## src/rtl/mcpu_pkg.sv

```systemverilog
// Shared encodings for the MCPU multicycle controller: states, opcodes and mux selects.
// No logic of its own; pure types and constants.
// Imported by the controller top and its strobe decoder.
package mcpu_pkg;

    // FETCH must stay 0 so the reset value of the debug State port reads as zero
    typedef enum logic [3:0] {
        S_FETCH  = 4'd0,
        S_DECODE = 4'd1,
        S_MEMADR = 4'd2,
        S_MEMRD  = 4'd3,
        S_MEMWB  = 4'd4,
        S_MEMWR  = 4'd5,
        S_RTEXE  = 4'd6,
        S_RTWB   = 4'd7,
        S_ADDIEX = 4'd8,
        S_ADDIWB = 4'd9,
        S_BRANCH = 4'd10,
        S_JUMP   = 4'd11
    } state_t;

    localparam logic [5:0] OP_RTYPE = 6'b000000;
    localparam logic [5:0] OP_J     = 6'b000010;
    localparam logic [5:0] OP_JAL   = 6'b000011;
    localparam logic [5:0] OP_BEQ   = 6'b000100;
    localparam logic [5:0] OP_BNE   = 6'b000101;
    localparam logic [5:0] OP_ADDI  = 6'b001000;
    localparam logic [5:0] OP_LW    = 6'b100011;
    localparam logic [5:0] OP_SW    = 6'b101011;

    localparam logic [1:0] PCSRC_ALU    = 2'b00;
    localparam logic [1:0] PCSRC_ALUOUT = 2'b01;
    localparam logic [1:0] PCSRC_JUMP   = 2'b10;

    localparam logic [1:0] ALUOP_ADD   = 2'b00;
    localparam logic [1:0] ALUOP_SUB   = 2'b01;
    localparam logic [1:0] ALUOP_FUNCT = 2'b10;

    localparam logic [1:0] REGDST_RT = 2'b00;
    localparam logic [1:0] REGDST_RD = 2'b01;
    localparam logic [1:0] REGDST_RA = 2'b10;

    localparam logic [1:0] MTR_ALUOUT = 2'b00;
    localparam logic [1:0] MTR_MDR    = 2'b01;
    localparam logic [1:0] MTR_PC     = 2'b10;

    localparam logic [1:0] ALUB_B     = 2'b00;
    localparam logic [1:0] ALUB_FOUR  = 2'b01;
    localparam logic [1:0] ALUB_IMM   = 2'b10;
    localparam logic [1:0] ALUB_IMMSH = 2'b11;

endpackage

```

## src/rtl/mcpu_ctrl_decode.sv

```systemverilog
// Combinational state/opcode -> datapath strobe decode, including the PC write merge.
// Zero latency: outputs follow state, latched opcode, Zero and reset within the cycle.
// No flow control; every strobe is forced low while reset is asserted.
module mcpu_ctrl_decode
    import mcpu_pkg::*;
(
    input  state_t     i_state,
    input  logic [5:0] i_op,
    input  logic       i_zero,
    input  logic       i_rst,
    output logic       o_pc_write_final,
    output logic [1:0] o_pc_source,
    output logic       o_iord,
    output logic       o_mem_read,
    output logic       o_mem_write,
    output logic       o_ir_write,
    output logic       o_reg_write,
    output logic [1:0] o_reg_dst,
    output logic [1:0] o_mem_to_reg,
    output logic       o_alu_src_a,
    output logic [1:0] o_alu_src_b,
    output logic [1:0] o_alu_op
);

    logic w_pc_write;
    logic w_pc_write_cond;
    logic w_is_bne;

    assign w_is_bne = (i_op == OP_BNE);

    // Moore decode of every strobe; reset overrides the whole table so nothing fires mid-abort
    always_comb begin
        w_pc_write      = 1'b0;
        w_pc_write_cond = 1'b0;
        o_pc_source     = PCSRC_ALU;
        o_iord          = 1'b0;
        o_mem_read      = 1'b0;
        o_mem_write     = 1'b0;
        o_ir_write      = 1'b0;
        o_reg_write     = 1'b0;
        o_reg_dst       = REGDST_RT;
        o_mem_to_reg    = MTR_ALUOUT;
        o_alu_src_a     = 1'b0;
        o_alu_src_b     = ALUB_B;
        o_alu_op        = ALUOP_ADD;
        if (!i_rst) begin
            case (i_state)
                S_FETCH: begin
                    o_mem_read  = 1'b1;
                    o_ir_write  = 1'b1;
                    w_pc_write  = 1'b1;
                    o_alu_src_b = ALUB_FOUR;
                end
                S_DECODE: o_alu_src_b = ALUB_IMMSH;
                S_MEMADR: begin
                    o_alu_src_a = 1'b1;
                    o_alu_src_b = ALUB_IMM;
                end
                S_MEMRD: begin
                    o_iord     = 1'b1;
                    o_mem_read = 1'b1;
                end
                S_MEMWB: begin
                    o_reg_write  = 1'b1;
                    o_mem_to_reg = MTR_MDR;
                end
                S_MEMWR: begin
                    o_iord      = 1'b1;
                    o_mem_write = 1'b1;
                end
                S_RTEXE: begin
                    o_alu_src_a = 1'b1;
                    o_alu_op    = ALUOP_FUNCT;
                end
                S_RTWB: begin
                    o_reg_write = 1'b1;
                    o_reg_dst   = REGDST_RD;
                end
                S_ADDIEX: begin
                    o_alu_src_a = 1'b1;
                    o_alu_src_b = ALUB_IMM;
                end
                S_ADDIWB: o_reg_write = 1'b1;
                S_BRANCH: begin
                    o_alu_src_a     = 1'b1;
                    o_alu_op        = ALUOP_SUB;
                    o_pc_source     = PCSRC_ALUOUT;
                    w_pc_write_cond = 1'b1;
                end
                S_JUMP: begin
                    o_pc_source = PCSRC_JUMP;
                    w_pc_write  = 1'b1;
                    if (i_op == OP_JAL) begin
                        o_reg_write  = 1'b1;
                        o_reg_dst    = REGDST_RA;
                        o_mem_to_reg = MTR_PC;
                    end
                end
                default: ;
            endcase
        end
    end

    // bne inverts the sense of Zero; outside BRANCH the conditional term is masked off
    assign o_pc_write_final = w_pc_write | (w_pc_write_cond & (i_zero ^ w_is_bne));

endmodule

```

## src/rtl/mcpu_ctrl.sv

```systemverilog
// Multicycle MCPU main control: state register, next-state logic and opcode latch.
// One state per clock; lw 5, sw/R/addi 4, branch/jump 3, illegal 2 cycles.
// No backpressure; async reset abandons the instruction and returns to FETCH.
module mcpu_ctrl
    import mcpu_pkg::*;
(
    input  logic       clk,
    input  logic       rst,
    input  logic [5:0] Op,
    input  logic       Zero,
    output logic       PC_Write_Final,
    output logic [1:0] PCSource,
    output logic       IorD,
    output logic       MemRead,
    output logic       MemWrite,
    output logic       IRWrite,
    output logic       RegWrite,
    output logic [1:0] RegDst,
    output logic [1:0] MemtoReg,
    output logic       ALUSrcA,
    output logic [1:0] ALUSrcB,
    output logic [1:0] ALUOp,
    output logic [3:0] State
);

    state_t     r_state;
    state_t     w_next;
    logic [5:0] r_op;

    // Next-state: DECODE dispatches on the live opcode, later states on the latched copy
    always_comb begin
        w_next = S_FETCH;
        case (r_state)
            S_FETCH:  w_next = S_DECODE;
            S_DECODE: begin
                case (Op)
                    OP_LW, OP_SW:  w_next = S_MEMADR;
                    OP_RTYPE:      w_next = S_RTEXE;
                    OP_ADDI:       w_next = S_ADDIEX;
                    OP_BEQ, OP_BNE: w_next = S_BRANCH;
                    OP_J, OP_JAL:  w_next = S_JUMP;
                    default:       w_next = S_FETCH;
                endcase
            end
            S_MEMADR: w_next = (r_op == OP_SW) ? S_MEMWR : S_MEMRD;
            S_MEMRD:  w_next = S_MEMWB;
            S_RTEXE:  w_next = S_RTWB;
            S_ADDIEX: w_next = S_ADDIWB;
            default:  w_next = S_FETCH;
        endcase
    end

    // State register and opcode latch; the opcode is captured as DECODE is left
    always_ff @(posedge clk or posedge rst) begin
        if (rst) begin
            r_state <= S_FETCH;
            r_op    <= 6'd0;
        end else begin
            r_state <= w_next;
            if (r_state == S_DECODE)
                r_op <= Op;
        end
    end

    assign State = r_state;

    mcpu_ctrl_decode u_decode (
        .i_state          (r_state),
        .i_op             (r_op),
        .i_zero           (Zero),
        .i_rst            (rst),
        .o_pc_write_final (PC_Write_Final),
        .o_pc_source      (PCSource),
        .o_iord           (IorD),
        .o_mem_read       (MemRead),
        .o_mem_write      (MemWrite),
        .o_ir_write       (IRWrite),
        .o_reg_write      (RegWrite),
        .o_reg_dst        (RegDst),
        .o_mem_to_reg     (MemtoReg),
        .o_alu_src_a      (ALUSrcA),
        .o_alu_src_b      (ALUSrcB),
        .o_alu_op         (ALUOp)
    );

endmodule

```

## config.mk

```make
export PLATFORM = sky130hd
export DESIGN_NAME = mcpu_ctrl
export DESIGN_NICKNAME = d
export VERILOG_FILES = /design/src/rtl/mcpu_pkg.sv /design/src/rtl/mcpu_ctrl_decode.sv /design/src/rtl/mcpu_ctrl.sv
export SDC_FILE = /design/constraint.sdc
export NUM_CORES = 1
export LEC_CHECK = 0
export ABC_AREA = 1
export BUFFER_PORTS_ARGS = -buffer_cell sky130_fd_sc_hd__buf_4
export CAP_MARGIN = 0
export CORE_MARGIN = 1.5
export CORE_UTILIZATION = 43
export DETAILED_ROUTE_END_ITERATION = 10
export PLACE_DENSITY = 0.82
export SETUP_SLACK_MARGIN = 0.15
export SLEW_MARGIN = 20
export SYNTH_ARGS = -nofsm -noshare
export SYNTH_HDL_FRONTEND = slang
export SYNTH_SLANG_ARGS = --single-unit
```

## constraint.sdc

```tcl
create_clock -name clk -period 1.4 [get_ports clk]
set_clock_uncertainty 0.1 [all_clocks]
set_input_delay 0.21 -clock clk [delete_from_list [all_inputs] [get_ports clk]]
set_output_delay 0.21 -clock clk [all_outputs]
set_load 0.02 [all_outputs]
```

# Word-level counts from Yosys, hierarchy flattened
# Cells that the tools add are included.
# classes
n_eq_ne	21
muxes	31
bitwise	3
reduce_logical	11
# ops
cell	n
case mux 4 bit (6 select lines)	1
case mux 4 bit (5 select lines)	1
equality test 6 x 2 -> 1 bit, second input constant	3
equality test 6 x 3 -> 1 bit, second input constant	3
equality test 6 bit, second input constant	3
equality test 4 x 3 -> 1 bit, second input constant	4
equality test 4 bit, second input constant	4
2-to-1 mux 1 bit	16
case mux 2 bit (2 select lines)	4
OR reduction 2 bit	7
2-to-1 mux 2 bit	6
equality test 4 x 2 -> 1 bit, second input constant	2
equality test 6 x 4 -> 1 bit, second input constant	1
zero test 6 bit	1
case mux 2 bit (3 select lines)	1
equality test 4 x 1 -> 1 bit, second input constant	1
zero test 4 bit	1
OR reduction 4 bit	1
2-to-1 mux 3 bit	1
OR reduction 3 bit	1
case mux 1 bit (2 select lines)	1
AND 1 bit	1
OR 1 bit	1
XOR 1 bit	1
# totals
register_bits	10
in_bits	9
elab_cells	68

# Longest topological paths before layout
# logic_depth
ltp_word	5
depth_mapped	7
ltp_nobuf	7

# Modules after synthesis
# A second synthesis with hierarchy kept.
# unflattened
hier_cells	135
area_unflattened_um2	827.0
# modules_own_cells
module	instances	cells_each	area_each_um2	seq_area_each_um2
mcpu_ctrl	1	77	571.8	250.2
mcpu_ctrl_decode	1	58	255.2	0.0

# Worst setup path before layout
# Ideal clock, no wire load.
# synth_path
path_type	reg-to-output
from	reg r_state[1] (netlist: State[1])
to	out PC_Write_Final
t_arrival_ns	1.410
t_required_ns	1.090
setup_slack_ns	-0.320
stages_incl_launch_ff	6
path_buffers	0
cell_sequence	dfrtp_1 nor2_1 nand2_1 nor2_1 nor2_1 nand2_1
# synth_between
elab_chain_cells	5
elab_cells_between_ends	10
classes_between	eq/ne: 2; mux: 4; bitwise: 2; reduce/logical: 2
# synth_lines
item	line_no	text
from (decl)	mcpu_ctrl.sv:26	state_t r_state;
from (signal assigned)	mcpu_ctrl.sv:59	r_state <= w_next;
equality test 4 bit / zero test 4 bit (equally long branches)	mcpu_ctrl_decode.sv:47	case (i_state)
OR reduction 2 bit (no line) / 2-to-1 mux 1 bit (equally long branches)	--	
2-to-1 mux 1 bit (on tied branches)	mcpu_ctrl_decode.sv:47, mcpu_ctrl_decode.sv:46	
2-to-1 mux 1 bit / AND 1 bit (equally long branches)	mcpu_ctrl_decode.sv:46, mcpu_ctrl_decode.sv:105	
OR 1 bit *	mcpu_ctrl_decode.sv:105	assign o_pc_write_final = w_pc_write | (w_pc_write_cond & (i_zero ^ w_is_bne));
to (decl)	mcpu_ctrl.sv:11	output logic PC_Write_Final,
# Mark *: on every way between the ends. The rest lies on a longest branch, timed or not.

# Final worst setup path
# layout_path
from	reg r_state[3] (netlist: State[3])
to	out ALUSrcA
# layout_between
elab_chain_cells	4
elab_cells_between_ends	7
classes_between	eq/ne: 4; mux: 2; reduce/logical: 1
# layout_lines
item	line_no	text
equality test 4 x 2 -> 1 bit (tied with other cells)	mcpu_ctrl_decode.sv:47	
OR reduction 4 bit (no line) *	--	
2-to-1 mux 1 bit *	mcpu_ctrl_decode.sv:47	
2-to-1 mux 1 bit *	mcpu_ctrl_decode.sv:46	if (!i_rst) begin
to (decl)	mcpu_ctrl.sv:20	output logic ALUSrcA,
# Marked as above.

==> impl_results.md <==
* Clock Latency Late Sink at around 0.29 ns
* IO Pins at 30
* Status: complete, but fails checks
* Proportion of layout cells with a drive suffix above 1 at between 50 and 60%
* Die W at 46.3 um
* Die ar. at ~2100 um2
* Finished Layout Cells at between 200 and 250
* Total negative slack at -6.10 ns
* Iter 0 DRT Violations at 58
* Unique masters post-synth at 26
* End point of the critical path: ALUSrcA
* Mapped Cells at 125
* Dpl cells at 195
* Initial Util at around 46%
* Post-Synth Adder-Cell Area at 0%
* Reg2Reg Depth at 6
* Critical Path AT at roughly 1.5 ns
* Setup crit end kind: output pin
* Tot GR Track Use at approximately 32%
* Largest stage delay, worst path at ~0.50 ns
* Num rows at 15
* Fillers at roughly 100
* Critical path launch point type: register
* HPWL after detailed placement at between 1.5 and 2 mm
* Leakage at ~0.79 nW
* Post-synthesis mux area share at 0%
* Critical Path Start: State[3]
* WL final at around 3.6 mm
* Compound-Gate Fraction of Synth Area at between 10% and 20%
* CTS Buf Count at 3
* Rel. slew slack at between 80% and 90%
* Clock H-tree levels at 1
* Final Cycle Share at 130%
* Main flop type after synthesis: dfrtp_1
* Synth Area in Simple Gates at 44.0%
* Worst Hold Class: in -> reg
* Worst reg2reg path endpoint: State[0]
* DR vias/cell at roughly 5.8
* Critical path cell sequence: inv_2, nor2_2, nand2_1, nand2_2, nor2_2, o21bai_2, buf_6
* Main combinational cell family by area after synthesis: simple AND/OR/NAND/NOR gates
* FMAX at 551 MHz
* Minimum clock period at approximately 1.8 ns
* Worst-path clk slew at 0.08 ns
* Total power at between 2 and 3 mW
* Peak supply drop at 1.21 mV
* Most frequent CP cell: nor2_2
* Setup WS post-layout at -0.416 ns
* Largest net degree at the start of global routing at 11
* Clock Path Buffers at 2
* Initial antenna violation count at 0
* Sequential element share of the synthesized area at slightly above 30%
* Fin Hold WS at 0.100 ns
* First-pass GRT wire length at between 4 and 5 mm
* Async set-reset flop share out of synthesis at 100%
* WS Path Type: reg -> out
* R2R Setup Slk at -0.06 ns
* Reg-to-Reg Start: State[3]
* Final setup violation count at 22
* Max-cap violations at 0
* Antenna Nets Post-Route at 0
* Post-layout nets at 189
* CTS tree: done
* Via count at 1173
* Xor and xnor fraction of the mapped netlist area at 0%
* CP max stage cell: dfrtp_2
* Crit path max fanout at 5
* Yosys warnings at 0
* RePlAce Congestion at a little under 0.9
* Clk sinks at 10
* Area taken by multi-input logic gates at between 600 and 700 um2
* Total gr overflow at 0
* Post-synthesis instance area at 805 um2
* Violated checks: negative setup slack
* FF+latch count, synth at 10
* Clock root buffer: clkbuf_4
* Vias in the first global route at 1010
* DRC at 0
* Area growth from synthesis to layout at 88.2%
* Net count after synthesis at around 130
* Syn_area_per_cell at approximately 6.4 um2
* Die height at between 40 and 50 um
* Actual slew at the worst max-slew pin at ~0.3 ns
* I/O Buffers at 29
* Number of flops mapped to enable cells by yosys at 0
* Drt wl/cell at between 15 and 20 um
* Unrepaired setup endpoints after global routing: yes
* Diodes inserted at 0
* Slew Viols, Final at 0
* Required @ worst endpoint at about 1.1 ns
* Storage element area at 255 um2
* Core Area at 1750 um2
* Pre-Repair DR Iteration Count at 4
* Fin. Hold Viols at 0
* PD cells at roughly 1700 nW/um2
per-layer routing:
metal  GRT usage (%)  vias to the layer above  wire length [um]
met2            56.9                       97              1820
met3            4.31                       26               305
met5               0                        -                 0
met1            37.8                      547              1260
li1                -                      503                 -
met4            16.0                        0               188
area by class of cell:
class | count | area share, %
Inverter | 22 | 6.12
Multi-Input combinational cell | 90 | 41.2
Sequential cell | 10 | 16.9
Clock buffer | 4 | 2.40
Timing Repair Buffer | 53 | 31.4
Tap cell | 25 | 2.07
report_power, final:
| group | switching, mW | total, mW | internal (mW) |
|---|---|---|---|
| registers | 0.206 | 0.624 | 0.418 |
| clock network | 0.118 | 0.276 | 0.158 |
| logic | 0.972 | 1.67 | 0.698 |
kinds of logic after synthesis:
kind of cell / Yosys count
compound gates: 13
flops: 10
buf+inv: 25
simple gates: 77
worst min-delay path by stage:
stage | from | end | depth (start not counted)
after floorplan | rst | r_op[0] | 2
after global placement | rst | State[3] | 3
after detailed placement | rst | State[2] | 3
after CTS | Op[0] | r_op[0] | 3
after global routing | Op[0] | r_op[0] | 3
final | Op[0] | r_op[0] | 3
stage by stage:
step | utilization (%) | cell area [um2] | setup slack, ns
after floorplan | - | 886 | -0.133
after global placement | 71.8 | 1250 | -0.0789
after detailed placement | 71.8 | 1250 | -0.111
after CTS | 81.3 | 1420 | -0.340
after global routing | 86.7 | 1510 | -0.465
final | 86.7 | 1510 | -0.416
cell usage in the layout, fill, tap and decap left out, types with 6 or more instances in the layout:
cell type	Yosys	routed
inv_1	16	12
nand2_1	27	21
inv_2	5	7
nand3_1	12	11
buf_6	1	20
dfrtp_1	10	6
nor2_1	23	14
buf_4	1	32
nor2_4	0	7
critical path: cells and delay by family (launching register included):
family          cells  cell delay, ns
flops               1            0.50
compound gates      1            0.15
simple gates        4            0.40
buf+inv             2            0.19
synth_stat cells, types with 2 or more instances:
library cell	count	share of area, %
nor3_1	3	1.9
inv_1	16	7.5
o21ai_2	5	5.4
nand3_1	12	7.5
nor2_2	3	2.3
nand3b_1	2	1.9
dfrtp_1	10	31
a21oi_1	2	1.2
nor2_1	23	11
nand2_1	27	13
inv_2	5	2.3
nand2_2	3	2.3
what timing repair did:
item	4_1_cts	5_1_grt
setup endpoints to repair	30	31
hold buffers	1	0
pin swaps	7	11
setup buffers	3	1
gates resized for setup	27	24
gates cloned	0	0
hold endpoints to repair	10	0
flip-flops by register name (all words and copies together) (netlist names):
name / count
r_op: 6
State: 4
Note: power is estimated with default switching activity, not from simulation.
